File: src/rtl/nibble_pkg.sv
// Shared constants, FSM encoding and slice-placement helper for the nibble
// packer family.
package nibble_pkg;

    localparam int DW_DEF  = 4;
    localparam int NUM_DEF = 4;
    localparam int FILL_W  = $clog2(NUM_DEF);

    typedef enum logic {
        EMPTY   = 1'b0,
        FILLING = 1'b1
    } state_t;

    // Lowest bit index of the slice that receives the k-th value of a word.
    function automatic int slot_lo(input int k, input int dw, input int num, input bit msb_first);
        int lo;
        if (msb_first) begin
            lo = dw * (num - 1 - k);
        end else begin
            lo = dw * k;
        end
        return lo;
    endfunction

endpackage

File: src/rtl/nibble_packer_if.sv
// Input and output valid/ready channels of the nibble packer, plus the
// partial-word discard and fill level.
interface nibble_packer_if
    import nibble_pkg::*;
#(
    parameter int DW  = DW_DEF,
    parameter int NUM = NUM_DEF
);
    logic                     clear;
    logic                     in_valid;
    logic [DW-1:0]            in_data;
    logic                     in_ready;
    logic                     out_valid;
    logic [DW*NUM-1:0]        out_data;
    logic                     out_ready;
    logic [$clog2(NUM)-1:0]   fill;

    modport master (
        output clear, in_valid, in_data, out_ready,
        input  in_ready, out_valid, out_data, fill
    );

    modport slave (
        input  clear, in_valid, in_data, out_ready,
        output in_ready, out_valid, out_data, fill
    );
endinterface

File: src/rtl/nibble_packer_word_hold_buf.sv
// One-entry valid/ready output buffer; a load replaces the held word even on
// the edge where the old one is consumed, so there is no bubble.
module word_hold_buf #(
    parameter int W = 16
) (
    input  logic         clk,
    input  logic         rst_n,
    input  logic         i_load,
    input  logic [W-1:0] i_data,
    input  logic         i_ready,
    output logic         o_valid,
    output logic [W-1:0] o_data
);

    logic         r_valid;
    logic [W-1:0] r_data;

    // Buffer occupancy and held word.
    always_ff @(posedge clk) begin
        if (!rst_n) begin
            r_valid <= 1'b0;
            r_data  <= '0;
        end else if (i_load) begin
            r_valid <= 1'b1;
            r_data  <= i_data;
        end else if (r_valid && i_ready) begin
            r_valid <= 1'b0;
        end else begin
            r_valid <= r_valid;
        end
    end

    assign o_valid = r_valid;
    assign o_data  = r_data;

endmodule

File: src/rtl/nibble_packer.sv
// Packs NUM consecutive DW-bit values into one word and hands it to a
// one-entry output buffer.
module nibble_packer
    import nibble_pkg::*;
#(
    parameter int DW        = DW_DEF,
    parameter int NUM       = NUM_DEF,
    parameter bit MSB_FIRST = 1'b1
) (
    input logic              clk,
    input logic              rst_n,
    nibble_packer_if.slave   bus
);

    localparam int             FW   = $clog2(NUM);
    localparam int             WW   = DW * NUM;
    localparam logic [FW-1:0]  LAST = FW'(NUM - 1);

    logic [FW-1:0] r_fill;
    state_t        r_state;
    logic [WW-1:0] r_pack;
    logic [WW-1:0] w_word;
    logic          w_in_ready;
    logic          w_accept;
    logic          w_complete;
    logic          w_buf_valid;

    // The final slot waits for room in the buffer; out_ready feeds straight
    // through so a consume and a completion can share an edge.
    assign w_in_ready = rst_n && ((r_fill != LAST) || !w_buf_valid || bus.out_ready);
    assign w_accept   = bus.in_valid && w_in_ready && !bus.clear;
    assign w_complete = w_accept && (r_state == FILLING) && (r_fill == LAST);

    // Current partial word with the incoming value dropped into its slot.
    always_comb begin
        w_word = r_pack;
        for (int k = 0; k < NUM; k++) begin
            w_word[slot_lo(k, DW, NUM, MSB_FIRST) +: DW] =
                (FW'(k) == r_fill) ? bus.in_data : r_pack[slot_lo(k, DW, NUM, MSB_FIRST) +: DW];
        end
    end

    // Fill counter, pack register and EMPTY/FILLING state.
    always_ff @(posedge clk) begin
        if (!rst_n) begin
            r_fill  <= '0;
            r_pack  <= '0;
            r_state <= EMPTY;
        end else if (bus.clear) begin
            r_fill  <= '0;
            r_pack  <= '0;
            r_state <= EMPTY;
        end else if (w_complete) begin
            r_fill  <= '0;
            r_pack  <= '0;
            r_state <= EMPTY;
        end else if (w_accept) begin
            r_fill  <= r_fill + FW'(1);
            r_pack  <= w_word;
            r_state <= FILLING;
        end else begin
            r_fill  <= r_fill;
            r_pack  <= r_pack;
            r_state <= r_state;
        end
    end

    word_hold_buf #(
        .W (WW)
    ) u_hold (
        .clk     (clk),
        .rst_n   (rst_n),
        .i_load  (w_complete),
        .i_data  (w_word),
        .i_ready (bus.out_ready),
        .o_valid (w_buf_valid),
        .o_data  (bus.out_data)
    );

    assign bus.in_ready  = w_in_ready;
    assign bus.out_valid = w_buf_valid;
    assign bus.fill      = r_fill;

endmodule
File: src/flat_wrapper.sv
// flat-port wrapper written by rule: the top's interface ports become plain ports
module nibble_packer_flat import nibble_pkg::*;
#(
    parameter int DW        = DW_DEF,
    parameter int NUM       = NUM_DEF,
    parameter bit MSB_FIRST = 1'b1
)
  (clk, rst_n, bus_clear, bus_in_valid, bus_in_data, bus_out_ready, bus_in_ready, bus_out_valid, bus_out_data, bus_fill);
  nibble_packer_if #(.DW(DW), .NUM(NUM)) bus_i ();
  input logic clk;
  input logic rst_n;
  input wire logic [$bits(bus_i.clear)-1:0] bus_clear;
  input wire logic [$bits(bus_i.in_valid)-1:0] bus_in_valid;
  input wire logic [$bits(bus_i.in_data)-1:0] bus_in_data;
  input wire logic [$bits(bus_i.out_ready)-1:0] bus_out_ready;
  output wire logic [$bits(bus_i.in_ready)-1:0] bus_in_ready;
  output wire logic [$bits(bus_i.out_valid)-1:0] bus_out_valid;
  output wire logic [$bits(bus_i.out_data)-1:0] bus_out_data;
  output wire logic [$bits(bus_i.fill)-1:0] bus_fill;
  assign bus_i.clear = bus_clear;
  assign bus_i.in_valid = bus_in_valid;
  assign bus_i.in_data = bus_in_data;
  assign bus_i.out_ready = bus_out_ready;
  assign bus_in_ready = bus_i.in_ready;
  assign bus_out_valid = bus_i.out_valid;
  assign bus_out_data = bus_i.out_data;
  assign bus_fill = bus_i.fill;
  nibble_packer #(.DW(DW), .NUM(NUM), .MSB_FIRST(MSB_FIRST)) u_core (.clk(clk), .rst_n(rst_n), .bus(bus_i));
endmodule
File: config.mk
export PLATFORM = sky130hd
export DESIGN_NAME = nibble_packer_flat
export DESIGN_NICKNAME = d
export VERILOG_FILES = /design/src/rtl/nibble_pkg.sv /design/src/rtl/nibble_packer_if.sv /design/src/rtl/nibble_packer_word_hold_buf.sv /design/src/rtl/nibble_packer.sv /design/src/flat_wrapper.sv
export SDC_FILE = /design/constraint.sdc
export NUM_CORES = 1
export LEC_CHECK = 0
export CAP_MARGIN = 10
export CORE_AREA = 3 3 53 67
export DETAILED_ROUTE_END_ITERATION = 6
export DIE_AREA = 0 0 56 70
export PLACE_DENSITY = 0.72
export SYNTH_ARGS = -nofsm -noshare
export SYNTH_HDL_FRONTEND = slang
export SYNTH_SLANG_ARGS = --single-unit
File: constraint.sdc
create_clock -name clk -period 4.1 [get_ports clk]
set_input_delay 0.82 -clock clk [delete_from_list [all_inputs] [get_ports clk]]
set_output_delay 0.82 -clock clk [all_outputs]
set_load 0.005 [all_outputs]
# Yosys cells after proc, flatten, opt, wreduce, memory -nomap -nowiden
# Cells that the tools add are included.
# W data, S select, Z words.
# word_totals
out_inout_bits	20
inputBits	9
word_cells	31
register_bits	36
# op_classes
reduce_logical	13
add_sub_neg	1
n_eq_ne	5
bitwise_logic	1
muxes	6
# ops
cell	count
$mux W4	4
$logic_and A1 B1 Y1	6
$eq A2 B2 Y1 const A	2
$reduce_or A3 Y1	1
$add A2 B1 Y2 const B	1
$eq A1 B2 Y1 const A	1
$eq A2 B2 Y1 const B	1
$logic_not A1 Y1	2
$logic_not A2 Y1	1
$logic_or A1 B1 Y1	2
$mux W1	2
$ne A2 B2 Y1 const B	1
$reduce_bool A2 Y1	1
$not A1 Y1	1

# Longest topological paths before layout
# Gate-level depths: netlist (run 1).
# logic_depth
depth_word	9
mapped_depth	7
depth_no_buf	4

# Hierarchy
# A second synthesis (run 1) with hierarchy kept.
# hier_totals
cells_unflattened	168
area_unflattened_um2	1745.4
# modules_own_cells
module	area_per_inst_um2	cells_per_inst	n_inst	seq_area_each_um2
nibble_packer	1096.1	114	1	380.4
word_hold_buf	649.4	54	1	340.3

# Worst setup path after synthesis (run 1)
# OpenSTA, ideal clock, no wires.
# synth_timing
kind	input -> output
startpoint	input bus_out_ready
endpoint	output bus_in_ready
arrival_time_ns	1.448
cell_stages	3
path_buffers	1
setup_slack_ns	1.832
t_required_ns	3.280
cell_sequence	nand3b_1 -> buf_2 -> and2_1
# synth_via
elab_chain_len	2
# synth_rtl
element	line_no	source
from (decl)	flat_wrapper.sv:15	input wire logic [$bits(bus_i.out_ready)-1:0] bus_out_ready;
$logic_or A1 B1 Y1	nibble_packer.sv:30	assign w_in_ready = rst_n && ((r_fill != LAST) || !w_buf_valid || bus.out_ready);
$logic_and A1 B1 Y1	nibble_packer.sv:30	
to (decl)	flat_wrapper.sv:16	output wire logic [$bits(bus_i.in_ready)-1:0] bus_in_ready;
# No other way between the ends.

# Worst setup path in the final report (run 1)
# Same ends and word-level chain as after synthesis.

==> summary.md, run 1 <==
| Metric | Value |
|---|---|
| Status | `finished clean` |
| Area of the multi-input gates | `713.2 µm²` |
| DR vias | `1,121` |
| Setup tns final | `0 ns` |
| Core footprint | `0.002973 mm²` |
| Post-synthesis register bit count | `33` |
| Top cell by count, worst path | `clkdlybuf4s50_1` |
| Most used DFF post-synth | `dfxtp_1` |
| # rows | `22` |
| Sw Share | `22.90%` |
| Hold Buf Count CTS | `0` |
| Layout fillers | `272` |
| Antenna Cells | `0` |
| Delay-heaviest family, CP | `buffers and inverters` |
| Tmin final | `approximately 3.1 ns` |
| Synth Net Count | `roughly 160` |
| DIE AREA | `just under 0.004 mm²` |
| Setup violations, final | `0` |
| Post-synth EDFFs | `0` |
| Post-Route Utilization | `60.27%` |
| GRT Total Usage | `16.89%` |
| Number of hold violations in the final report | `0` |
| Register clock-pin slew on the reported worst setup and hold paths | `0.09 ns` |
| Average wire per standard cell | `14.91 µm` |
| Total congestion overflow | `0` |
| Reg area | `660.6 µm²` |
| HP Class | `register to register` |
| Area grow syn2layout | `21.67%` |
| Placed instance area | `approximately 0.0017 mm²` |
| Clk_skew | `between 0.006 and 0.007 ns` |
| Slowest cell delay on critical path | `0.51 ns` |
| Global-route wire length before repair | `5.223 mm` |
| Cell area after layout | `0.001792 mm²` |
| CTS resizes | `0` |
| Post-DR vias/cell | `around 5.4` |
| Drt drc | `0` |
| Crit path kind | `primary input to primary output` |
| Crit Path Max Fanout | `17` |
| Non-filler cells in the finished layout | `208` |
| Inst Count DP | `200` |
| GP Congestion | `0.7810` |
| Fin crit share | `76.60%` |
| Most common cell in the netlist | `dfxtp_1` |
| Psw | `around 0.13 mW` |
| Largest area contributor in the netlist | `dfxtp_1` |
| Internal Pwr Total | `0.4407 mW` |
| Routed Antenna Nets | `0` |
| Die width | `56 µm` |
| Peak supply drop | `285.1 µV` |
| Die height | `70 µm` |
| Startpoint Class | `primary input` |
| Pwr Density | `about 320 mW/mm²` |
| Largest net degree at the start of global routing | `21` |
| Clk sinks | `33` |
| Reg power frac | `56.9%` |
| Number of max-cap violations | `0` |
| Clk pwr share | `36.1%` |
| Clock root buffer | `clkbuf_4` |
| Post-DP HPWL | `2.150 mm` |
| RSZ-0062 raised after global routing | `false` |
| Critical Path End Type | `primary output` |
| Most frequent cells after synthesis | `dfxtp_1, mux2i_1, a21oi_1, nand2_1, a211oi_1` |
| Number of global-route vias before repair | `1,073` |
| CP max-delay cell | `clkdlybuf4s50_1` |
| Drt pass-1 iters | `4` |
| Synth cell types | `28` |
| Top cells by area, synth | `dfxtp_1, mux2i_1, a211oi_1` |
| Post-synth ARST share | `0%` |
| Layout cells sized above 1 | `8.721%` |
| Num ports | `29` |
| Worst path cell trace | `clkdlybuf4s50_1 -> nand3b_1 -> buf_4 -> and2_1 -> clkdlybuf4s50_1` |
| Syn Area/Cell | `9.884 µm²` |
| Clk Latency, worst-skew pair | `0.33 ns` |
| CP required | `3.28 ns` |
| DRT iter0 DRCs | `28` |
| Comb pwr share | `6.9%` |
| Clock Tree Buf Depth | `2` |
| Crit path DAT | `2.32 ns` |
| Setup Buffers After CTS | `0` |
| FMAX | `0.3184 GHz` |
| CTS tree | `built` |
| Initial Util | `49.54%` |
| Fin nets | `184` |
| Leak pwr | `between 0.6 and 0.7 nW` |
| Synth top area share | `~45%` |
| Max-Slew Margin vs Limit | `36.88%` |
| Pins over their slew limit | `0` |
| Register area share after synthesis | `44.86%` |
| Num CTS Buffers | `5` |
| WP buf/inv | `3` |
| PortBufs | `28` |
| Slew @ Worst Pin | `0.9433 ns` |
| Initial antenna violation count | `0` |
| Warnings, synthesis | `0` |
| Synth Instances | `149` |
| Final wirelength | `3.102 mm` |
| H-Tree Level Count | `2` |
| Synth Cell Area | `about 0.0015 mm²` |
-- worst min-delay path, stage by stage (launching register included) --
cell and delay, ns:
dfxtp_1 0.32, nand2_1 0.05, o21ai_1 0.05
-- power by group through the flow --
stage | logic [mW] | registers, mW | clock network (mW)
floorplan | 0.0242 | 0.332 | 0
finish | 0.0396 | 0.325 | 0.207
detailed placement | 0.0395 | 0.333 | 0
CTS | 0.0397 | 0.325 | 0.213
global route | 0.0434 | 0.326 | 0.228
global placement | 0.0386 | 0.333 | 0
-- area by class of cell --
| class | count | area share [%] |
|---|---|---|
| well taps | 36 | 2.514 |
| inverters | 2 | 0.4190 |
| clock buffers | 7 | 3.631 |
| clock inverters | 1 | 0.2793 |
| multi-input cells | 99 | 39.80 |
| repair buffers | 30 | 16.48 |
| flip-flops and latches | 33 | 36.87 |
-- layout by cell type (no fill, tap or decap), drive strengths merged, types with 3 or more instances in the layout --
cell type	instances
dfxtp	33
clkdlybuf4s50	28
mux2i	26
a21oi	16
nand2	16
a211oi	13
clkbuf	7
o21ai	5
ha	4
nand4	3
-- layer usage --
layer | track usage [%] | vias up | routed length [µm]
met5 | 0 | - | 0
met3 | 5.915 | 6 | 133
li1 | - | 571 | -
met4 | 6.332 | 0 | 45
met1 | 19.86 | 518 | 1398
met2 | 27.96 | 26 | 1524
-- stage by stage --
step	hold slack, ns	worst slack (ns)	total power [mW]
floorplan	0.4368	1.832	0.3566
global placement	0.4365	0.9788	0.3712
detailed placement	0.4441	0.9747	0.3723
CTS	0.4572	0.9565	0.5777
global route	0.4654	0.8894	0.5977
finish	0.4546	0.9595	0.5715
-- cell families after synthesis --
logic type	share of synthesized area, %
flip-flops	44.86
adder cells (fa/ha/maj)	3.399
AO/OA/AOI/OAI	15.55
multiplexers	17.67
buffers and inverters	6.712
AND/OR/NAND/NOR	11.81
-- path summary, 6_finish.rpt --
kind / from / end / slack (ns) / cells past startpoint
setup / recovery: bus_out_ready / bus_in_ready / 0.96 / 5
hold / removal: u_core.u_hold.o_data[2]$_SDFFE_PN0P_ / u_core.u_hold.o_data[2]$_SDFFE_PN0P_ / 0.45 / 2
setup reg to reg: u_core.bus.fill[0]$_SDFFE_PP0P_ / u_core.r_pack[0]$_SDFFE_PP0P_ / 2.19 / 4
hold reg to reg: u_core.u_hold.o_data[2]$_SDFFE_PN0P_ / u_core.u_hold.o_data[2]$_SDFFE_PN0P_ / 0.45 / 2
-- registers in the layout, indices dropped and copies added (netlist names) --
register and flops:
u_core.bus.fill 2, u_core.r_pack 13, u_core.r_state 1, u_core.u_hold.o_data 16, u_core.u_hold.o_valid 1
Note: power is estimated with default switching activity, not from simulation.
==> run 2: changes to the inputs <==
- CORE_AREA: 3 3 53 67 -> 3 3 56 70
- DIE_AREA: 0 0 56 70 -> 0 0 59 73
- PLACE_DENSITY: 0.72 -> 0.69
- clock period: 4.1 -> 2.8 ns (I/O delays scaled with it)
==> summary.md, run 2 (synthesis results as in run 1) <==
| Metric | Value |
|---|---|
| Most frequent cells in the layout | `dfxtp_1, clkdlybuf4s50_1, mux2i_1, a21oi_1, nand2_1 (unchanged)` |
| R2R Path Start | `u_core.bus.fill[0]$_SDFFE_PP0P_ (unchanged)` |
| Antenna Cells | `0 (unchanged)` |
| Worst Hold Launch | `u_core.u_hold.o_data[3]$_SDFFE_PN0P_ (was u_core.u_hold.o_data[2]$_SDFFE_PN0P_)` |
| RSZ-0062 raised after global routing | `false (unchanged)` |
| DIE AREA | `0.004307 mm² (was 0.003920 mm²)` |
| Peak supply drop | `334.2 µV (was 285.1 µV)` |
| Largest net degree at the start of global routing | `21 (unchanged)` |
| Internal Pwr Total | `0.6964 mW (was 0.4407 mW)` |
| PortBufs | `28 (unchanged)` |
| Number of global-route vias before repair | `1,124 (was 1,073)` |
| CTS resizes | `0 (unchanged)` |
| Max-Slew Margin vs Limit | `74.60% (was 36.88%)` |
| Startpoint Class | `primary input (unchanged)` |
| Core footprint | `0.003281 mm² (was 0.002973 mm²)` |
| Fin crit share | `85.79%` |
| Die height | `73 µm (was 70 µm)` |
| Final wirelength | `3.167 mm (was 3.102 mm)` |
| FMAX | `0.4163 GHz` |
| Initial antenna violation count | `0 (unchanged)` |
| Post-Route Utilization | `55.61% (was 60.27%)` |
| Reg power frac | `53.7% (was 56.9%)` |
| Clock Tree Buf Depth | `2 (unchanged)` |
| Clk Latency, worst-skew pair | `0.28 ns (was 0.33 ns)` |
| Comb pwr share | `6.8% (was 6.9%)` |
| Clk sinks | `33 (unchanged)` |
| Crit path DAT | `1.84 ns (was 2.32 ns)` |
| Post-DP HPWL | `2.130 mm (was 2.150 mm)` |
| Max FFs per register | `16 (unchanged)` |
| Leak pwr | `0.6201 nW (was 0.6065 nW)` |
| Worst Slack Setup Final | `0.3980 ns (was 0.9595 ns)` |
| Tmin final | `2.402 ns` |
| Fin nets | `186 (was 184)` |
| Setup Buffers After CTS | `0 (unchanged)` |
| Register clock-pin slew on the reported worst setup and hold paths | `0.06 ns (was 0.09 ns)` |
| Most common cell after layout, fill and taps aside | `dfxtp_1 (unchanged)` |
| Pwr Density | `487.3 mW/mm² (was 319.0 mW/mm²)` |
| DR WL met2 | `1.434 mm (was 1.524 mm)` |
| Global-route wire length before repair | `5.347 mm (was 5.223 mm)` |
| Status | `finished clean (unchanged)` |
| Clk_skew | `0.002523 ns (was 0.006088 ns)` |
| Area grow syn2layout | `23.87% (was 21.67%)` |
| Pins over their slew limit | `0 (unchanged)` |
| Total congestion overflow | `0 (unchanged)` |
| Average wire per standard cell | `15.08 µm (was 14.91 µm)` |
| Sw Share | `21.66% (was 22.90%)` |
| Routed Antenna Nets | `0 (unchanged)` |
| # rows | `23 (was 22)` |
| Clock root buffer | `clkbuf_8 (was clkbuf_4)` |
| Num ports | `29 (unchanged)` |
| HP Class | `register to register (unchanged)` |
| R2r endpoint | `u_core.u_hold.o_data[10]$_SDFFE_PN0P_ (was u_core.r_pack[0]$_SDFFE_PP0P_)` |
| Clk pwr share | `39.6% (was 36.1%)` |
| Slew @ Worst Pin | `0.3811 ns (was 0.9433 ns)` |
| Max layer used | `met4 (unchanged)` |
| Post-DR vias/cell | `5.524 (was 5.389)` |
| Metal-1 WL | `1.506 mm (was 1.398 mm)` |
| Drt drc | `0 (unchanged)` |
| Number of hold violations in the final report | `0 (unchanged)` |
| Initial Util | `44.89% (was 49.54%)` |
| DR vias | `1,160 (was 1,121)` |
| R2R cell count | `4 (unchanged)` |
| GP Congestion | `0.7740 (was 0.7810)` |
| Setup tns final | `0 ns (unchanged)` |
| Drt pass-1 iters | `4 (unchanged)` |
| R2R Setup Slk | `1.28 ns (was 2.19 ns)` |
| DRT iter0 DRCs | `26 (was 28)` |
| WHS Endpoint | `u_core.u_hold.o_data[3]$_SDFFE_PN0P_ (was u_core.u_hold.o_data[2]$_SDFFE_PN0P_)` |
| GRT Total Usage | `16.30% (was 16.89%)` |
| Psw | `0.1926 mW (was 0.1309 mW)` |
| Crit path kind | `primary input to primary output (unchanged)` |
| Num CTS Buffers | `5 (unchanged)` |
| CP required | `2.24 ns (was 3.28 ns)` |
| Number of max-cap violations | `0 (unchanged)` |
| Die width | `59 µm (was 56 µm)` |
| Critical Path End Type | `primary output (unchanged)` |
| Crit Path Max Fanout | `4 (was 17)` |
| CTS tree | `built (unchanged)` |
| Pre-CTS setup slack | `0.3955 ns (was 0.9747 ns)` |
| H-Tree Level Count | `2 (unchanged)` |
| Setup violations, final | `0 (unchanged)` |
| WL met3 | `190 µm (was 133 µm)` |
| Layout cells sized above 1 | `8.671% (was 8.721%)` |
| Hold Buf Count CTS | `0 (unchanged)` |
| Hold depth | `2 (unchanged)` |
==> run 2: cell count changes in the layout (fill, tap and decap cells not counted), sizes merged <==
cell / delta
clkinv: -1
buf: +2
==> run 2: critical path, cell delays in order <==
cell,delay [ns]
clkdlybuf4s50_1,0.51
nand3b_1,0.13
and2_1,0.14
clkdlybuf4s50_1,0.50
==> run 2: power by group through the flow <==
stage / clock network (mW) / registers, mW / logic, mW
after floorplan: 0 / 0.487 / 0.0354
after global placement: 0 / 0.487 / 0.0582
after detailed placement: 0 / 0.487 / 0.0595
after CTS: 0.364 / 0.477 / 0.0599
after global routing: 0.383 / 0.477 / 0.0660
final: 0.352 / 0.477 / 0.0602
==> run 2: layer usage <==
layer / track usage (%) / up-vias
met4: 6.801 / 0
met2: 24.32 / 33
met1: 21.88 / 551
li1: - / 571
met3: 4.602 / 5
met5: 0 / -
==> run 2: worst max-delay path by stage <==
stage / start / endpoint / slack (ns) / cells after the start
after global routing: bus_out_ready / bus_in_ready / 0.33 / 4
after detailed placement: bus_out_ready / bus_in_ready / 0.40 / 4
after CTS: bus_out_ready / bus_in_ready / 0.38 / 4
after floorplan: u_core.bus.fill[0]$_SDFFE_PP0P_ / bus_in_ready / 1.03 / 5
after global placement: bus_out_ready / bus_in_ready / 0.42 / 4
final: bus_out_ready / bus_in_ready / 0.40 / 4
==> run 2: area by class of cell <==
class / instances / area, µm²
multi-input combinational: 99 / 713.2
timing repair buffer: 32 / 310.3
tap: 37 / 46.29
clock buffer: 7 / 86.33
fill: 321 / 1456
inverter: 2 / 7.507
sequential: 33 / 660.6
==> run 2: metrics by stage <==
| step | hold WS, ns | total power [mW] | std cells | cell area, µm² |
|---|---|---|---|---|
| 2_1_floorplan | 0.4368 | 0.5221 | 149 | 1473 |
| 3_3_place_gp | 0.4362 | 0.5451 | 203 | 1738 |
| 3_5_place_dp | 0.4472 | 0.5467 | 203 | 1738 |
| 4_1_cts | 0.4558 | 0.9003 | 210 | 1824 |
| 5_1_grt | 0.4635 | 0.9257 | 210 | 1824 |
| 6_report | 0.4513 | 0.8890 | 210 | 1824 |
==> run 3: changes to the inputs <==
- ABC_AREA: not set -> 1
- CORE_AREA: 3 3 56 70 -> 3 3 61 77
- DIE_AREA: 0 0 59 73 -> 0 0 64 80
- REMOVE_ABC_BUFFERS: not set -> 1
==> summary.md, run 3 <==
| Metric | Value |
|---|---|
| Worst Hold Launch | `u_core.u_hold.o_data[6]$_SDFFE_PN0P_ (was u_core.u_hold.o_data[3]$_SDFFE_PN0P_)` |
| Num ports | `29 (unchanged)` |
| Drt drc | `0 (unchanged)` |
| Setup tns final | `0 ns (unchanged)` |
| DIE AREA | `0.005120 mm² (was 0.004307 mm²)` |
| Reg power frac | `52.9% (was 53.7%)` |
| Pre-CTS setup slack | `0.4836 ns (was 0.3955 ns)` |
| Drt pass-1 iters | `4 (unchanged)` |
| Die height | `80 µm (was 73 µm)` |
| Most used DFF post-synth | `dfxtp_1 (unchanged)` |
| Max FFs per register | `16 (unchanged)` |
| Warnings, synthesis | `0 (unchanged)` |
| Worst Slack Setup Final | `0.4914 ns (was 0.3980 ns)` |
| Largest area contributor in the netlist | `dfxtp_1 (unchanged)` |
| Register area share after synthesis | `35.08% (was 44.86%)` |
| CTS tree | `built (unchanged)` |
| Clk_skew | `0.003632 ns (was 0.002523 ns)` |
| Synth top area share | `35.08% (was 44.86%)` |
| DRT iter0 DRCs | `60 (was 26)` |
| Die width | `64 µm (was 59 µm)` |
| Top cells by area, synth | `dfxtp_1, nand2_1, inv_1 (was dfxtp_1, mux2i_1, a211oi_1)` |
| Clock Tree Buf Depth | `2 (unchanged)` |
| Synth Instances | `298 (was 149)` |
| DR vias | `1,569 (was 1,160)` |
| R2R Path Start | `u_core.bus.fill[0]$_SDFFE_PP0P_ (unchanged)` |
| Post-synth EDFFs | `0 (unchanged)` |
| Num CTS Buffers | `5 (unchanged)` |
| Synth cell types | `20 (was 28)` |
| CP required | `2.24 ns (about the same)` |
| Layout cells sized above 1 | `4.969% (was 8.671%)` |
| Largest net degree at the start of global routing | `47 (was 21)` |
| Crit Path Max Fanout | `3 (was 4)` |
| Total chip power | `0.8914 mW (was 0.8890 mW)` |
| Most frequent cells after synthesis | `nand2_1, inv_1, nor2_1, dfxtp_1, nand4_1 (was dfxtp_1, mux2i_1, a21oi_1, nand2_1, a211oi_1)` |
| Pins over their slew limit | `0 (unchanged)` |
| Leak pwr | `1.083 nW (was 0.6201 nW)` |
| FMAX | `0.4332 GHz (was 0.4163 GHz)` |
| Routed Antenna Nets | `0 (unchanged)` |
| Setup violations, final | `0 (unchanged)` |
| PortBufs | `28 (unchanged)` |
| Worst Setup SP | `bus_out_ready (unchanged)` |
| Cell area after layout | `0.002226 mm² (was 0.001824 mm²)` |
| Clk sinks | `33 (unchanged)` |
| Clk pwr share | `39.6% (about the same)` |
| Antenna Cells | `0 (unchanged)` |
| Status | `finished clean (unchanged)` |
| Number of max-cap violations | `0 (unchanged)` |
| Hold Buf Count CTS | `0 (unchanged)` |
| Pwr Density | `400.5 mW/mm² (was 487.3 mW/mm²)` |
| Area grow syn2layout | `18.21% (was 23.87%)` |
| Psw | `0.1997 mW (was 0.1926 mW)` |
| Most common cell after layout, fill and taps aside | `nand2_1 (was dfxtp_1)` |
| Post-synthesis register bit count | `33 (unchanged)` |
| Post-synth ARST share | `0% (unchanged)` |
| Initial Util | `46.31% (was 44.89%)` |
| Register clock-pin slew on the reported worst setup and hold paths | `0.06 ns (about the same)` |
| Max-Slew Margin vs Limit | `66.14% (was 74.60%)` |
| Fin nets | `335 (was 186)` |
| Syn Area/Cell | `6.319 µm² (was 9.884 µm²)` |
| Peak supply drop | `229.4 µV (was 334.2 µV)` |
| GRT Total Usage | `15.00% (was 16.30%)` |
| H-Tree Level Count | `2 (unchanged)` |
| Internal Pwr Total | `0.6916 mW (was 0.6964 mW)` |
| Most frequent cells in the layout | `nand2_1, inv_1, nor2_1, dfxtp_1, clkdlybuf4s50_1 (was dfxtp_1, clkdlybuf4s50_1, mux2i_1, a21oi_1, nand2_1)` |
| Clock root buffer | `clkbuf_8 (unchanged)` |
| Fin crit share | `82.45% (was 85.79%)` |
| CTS resizes | `0 (unchanged)` |
| Final wirelength | `3.355 mm (was 3.167 mm)` |
| Average wire per standard cell | `8.876 µm (was 15.08 µm)` |
| Most common cell in the netlist | `nand2_1 (was dfxtp_1)` |
| Critical Path End Type | `primary output (unchanged)` |
| Total congestion overflow | `0 (unchanged)` |
| Sw Share | `22.41% (was 21.66%)` |
| Core footprint | `0.004066 mm² (was 0.003281 mm²)` |
| RSZ-0062 raised after global routing | `false (unchanged)` |
| Setup Buffers After CTS | `0 (unchanged)` |
| Slew @ Worst Pin | `0.5080 ns (was 0.3811 ns)` |
| Final Hold Slack | `0.5064 ns (was 0.4513 ns)` |
| Post-DP HPWL | `2.469 mm (was 2.130 mm)` |
| Crit path DAT | `1.75 ns (was 1.84 ns)` |
| Number of global-route vias before repair | `1,455 (was 1,124)` |
| Crit path kind | `primary input to primary output (unchanged)` |
| Startpoint Class | `primary input (unchanged)` |
| Comb pwr share | `7.4% (was 6.8%)` |
| HP Class | `register to register (unchanged)` |
| GP Congestion | `0.8056 (was 0.7740)` |
| Tmin final | `2.309 ns (was 2.402 ns)` |
| Initial antenna violation count | `0 (unchanged)` |
| # rows | `26 (was 23)` |
| Placed instance area | `0.002140 mm² (was 0.001738 mm²)` |
| Number of hold violations in the final report | `0 (unchanged)` |
| Global-route wire length before repair | `6.127 mm (was 5.347 mm)` |
| Post-DR vias/cell | `4.151 (was 5.524)` |
| Synth Cell Area | `0.001883 mm² (was 0.001473 mm²)` |
| Clk Latency, worst-skew pair | `0.28 ns (about the same)` |
[run 3: path summary, 6_finish.rpt]
| path | end | slack, ns | cells past startpoint |
|---|---|---|---|
| hold reg to reg | u_core.u_hold.o_data[6]$_SDFFE_PN0P_ | 0.51 | 4 |
| setup / recovery | bus_in_ready | 0.49 | 4 |
| hold / removal | u_core.u_hold.o_data[6]$_SDFFE_PN0P_ | 0.51 | 4 |
| setup reg to reg | u_core.r_pack[6]$_SDFFE_PP0P_ | 1.01 | 5 |
[run 3: routing by layer]
layer / wire (µm) / track usage, %
met4: 48 / 5.184
met1: 1581 / 18.22
met5: 0 / 0
met3: 139 / 3.662
met2: 1586 / 25.54
[run 3: worst max-delay path, stage by stage]
cell,delay [ns]
clkdlybuf4s50_1,0.52
nor2_4,0.08
nor2_1,0.09
clkdlybuf4s50_1,0.50
[run 3: power groups by stage]
stage                     clock network, mW  registers (mW)  logic (mW)
after CTS                             0.366           0.472      0.0670
after detailed placement                  0           0.482      0.0665
after global routing                  0.381           0.472      0.0768
after global placement                    0           0.482      0.0662
final                                 0.353           0.472      0.0662
after floorplan                           0           0.483      0.0364
[run 3: kinds of logic after synthesis]
logic type	synth area share, %
buffers and inverters	23.52
and+or+nand+nor	34.49
adders and majority gates	2.658
AOI/OAI and AO/OA	4.252
DFF	35.08
[run 3: metrics by stage]
stage | utilization, % | cells
finish | 54.74 | 378
global route | 54.74 | 378
CTS | 54.74 | 378
detailed placement | 52.62 | 371
global placement | 52.62 | 371
floorplan | - | 284
[run 3: area by class of cell]
type,count,area (µm²)
fillers,427,1841
multi-input cells,164,779.5
repair buffers,31,302.8
inverters,87,326.6
clock buffers,7,86.33
well taps,56,70.07
flip-flops and latches,33,660.6
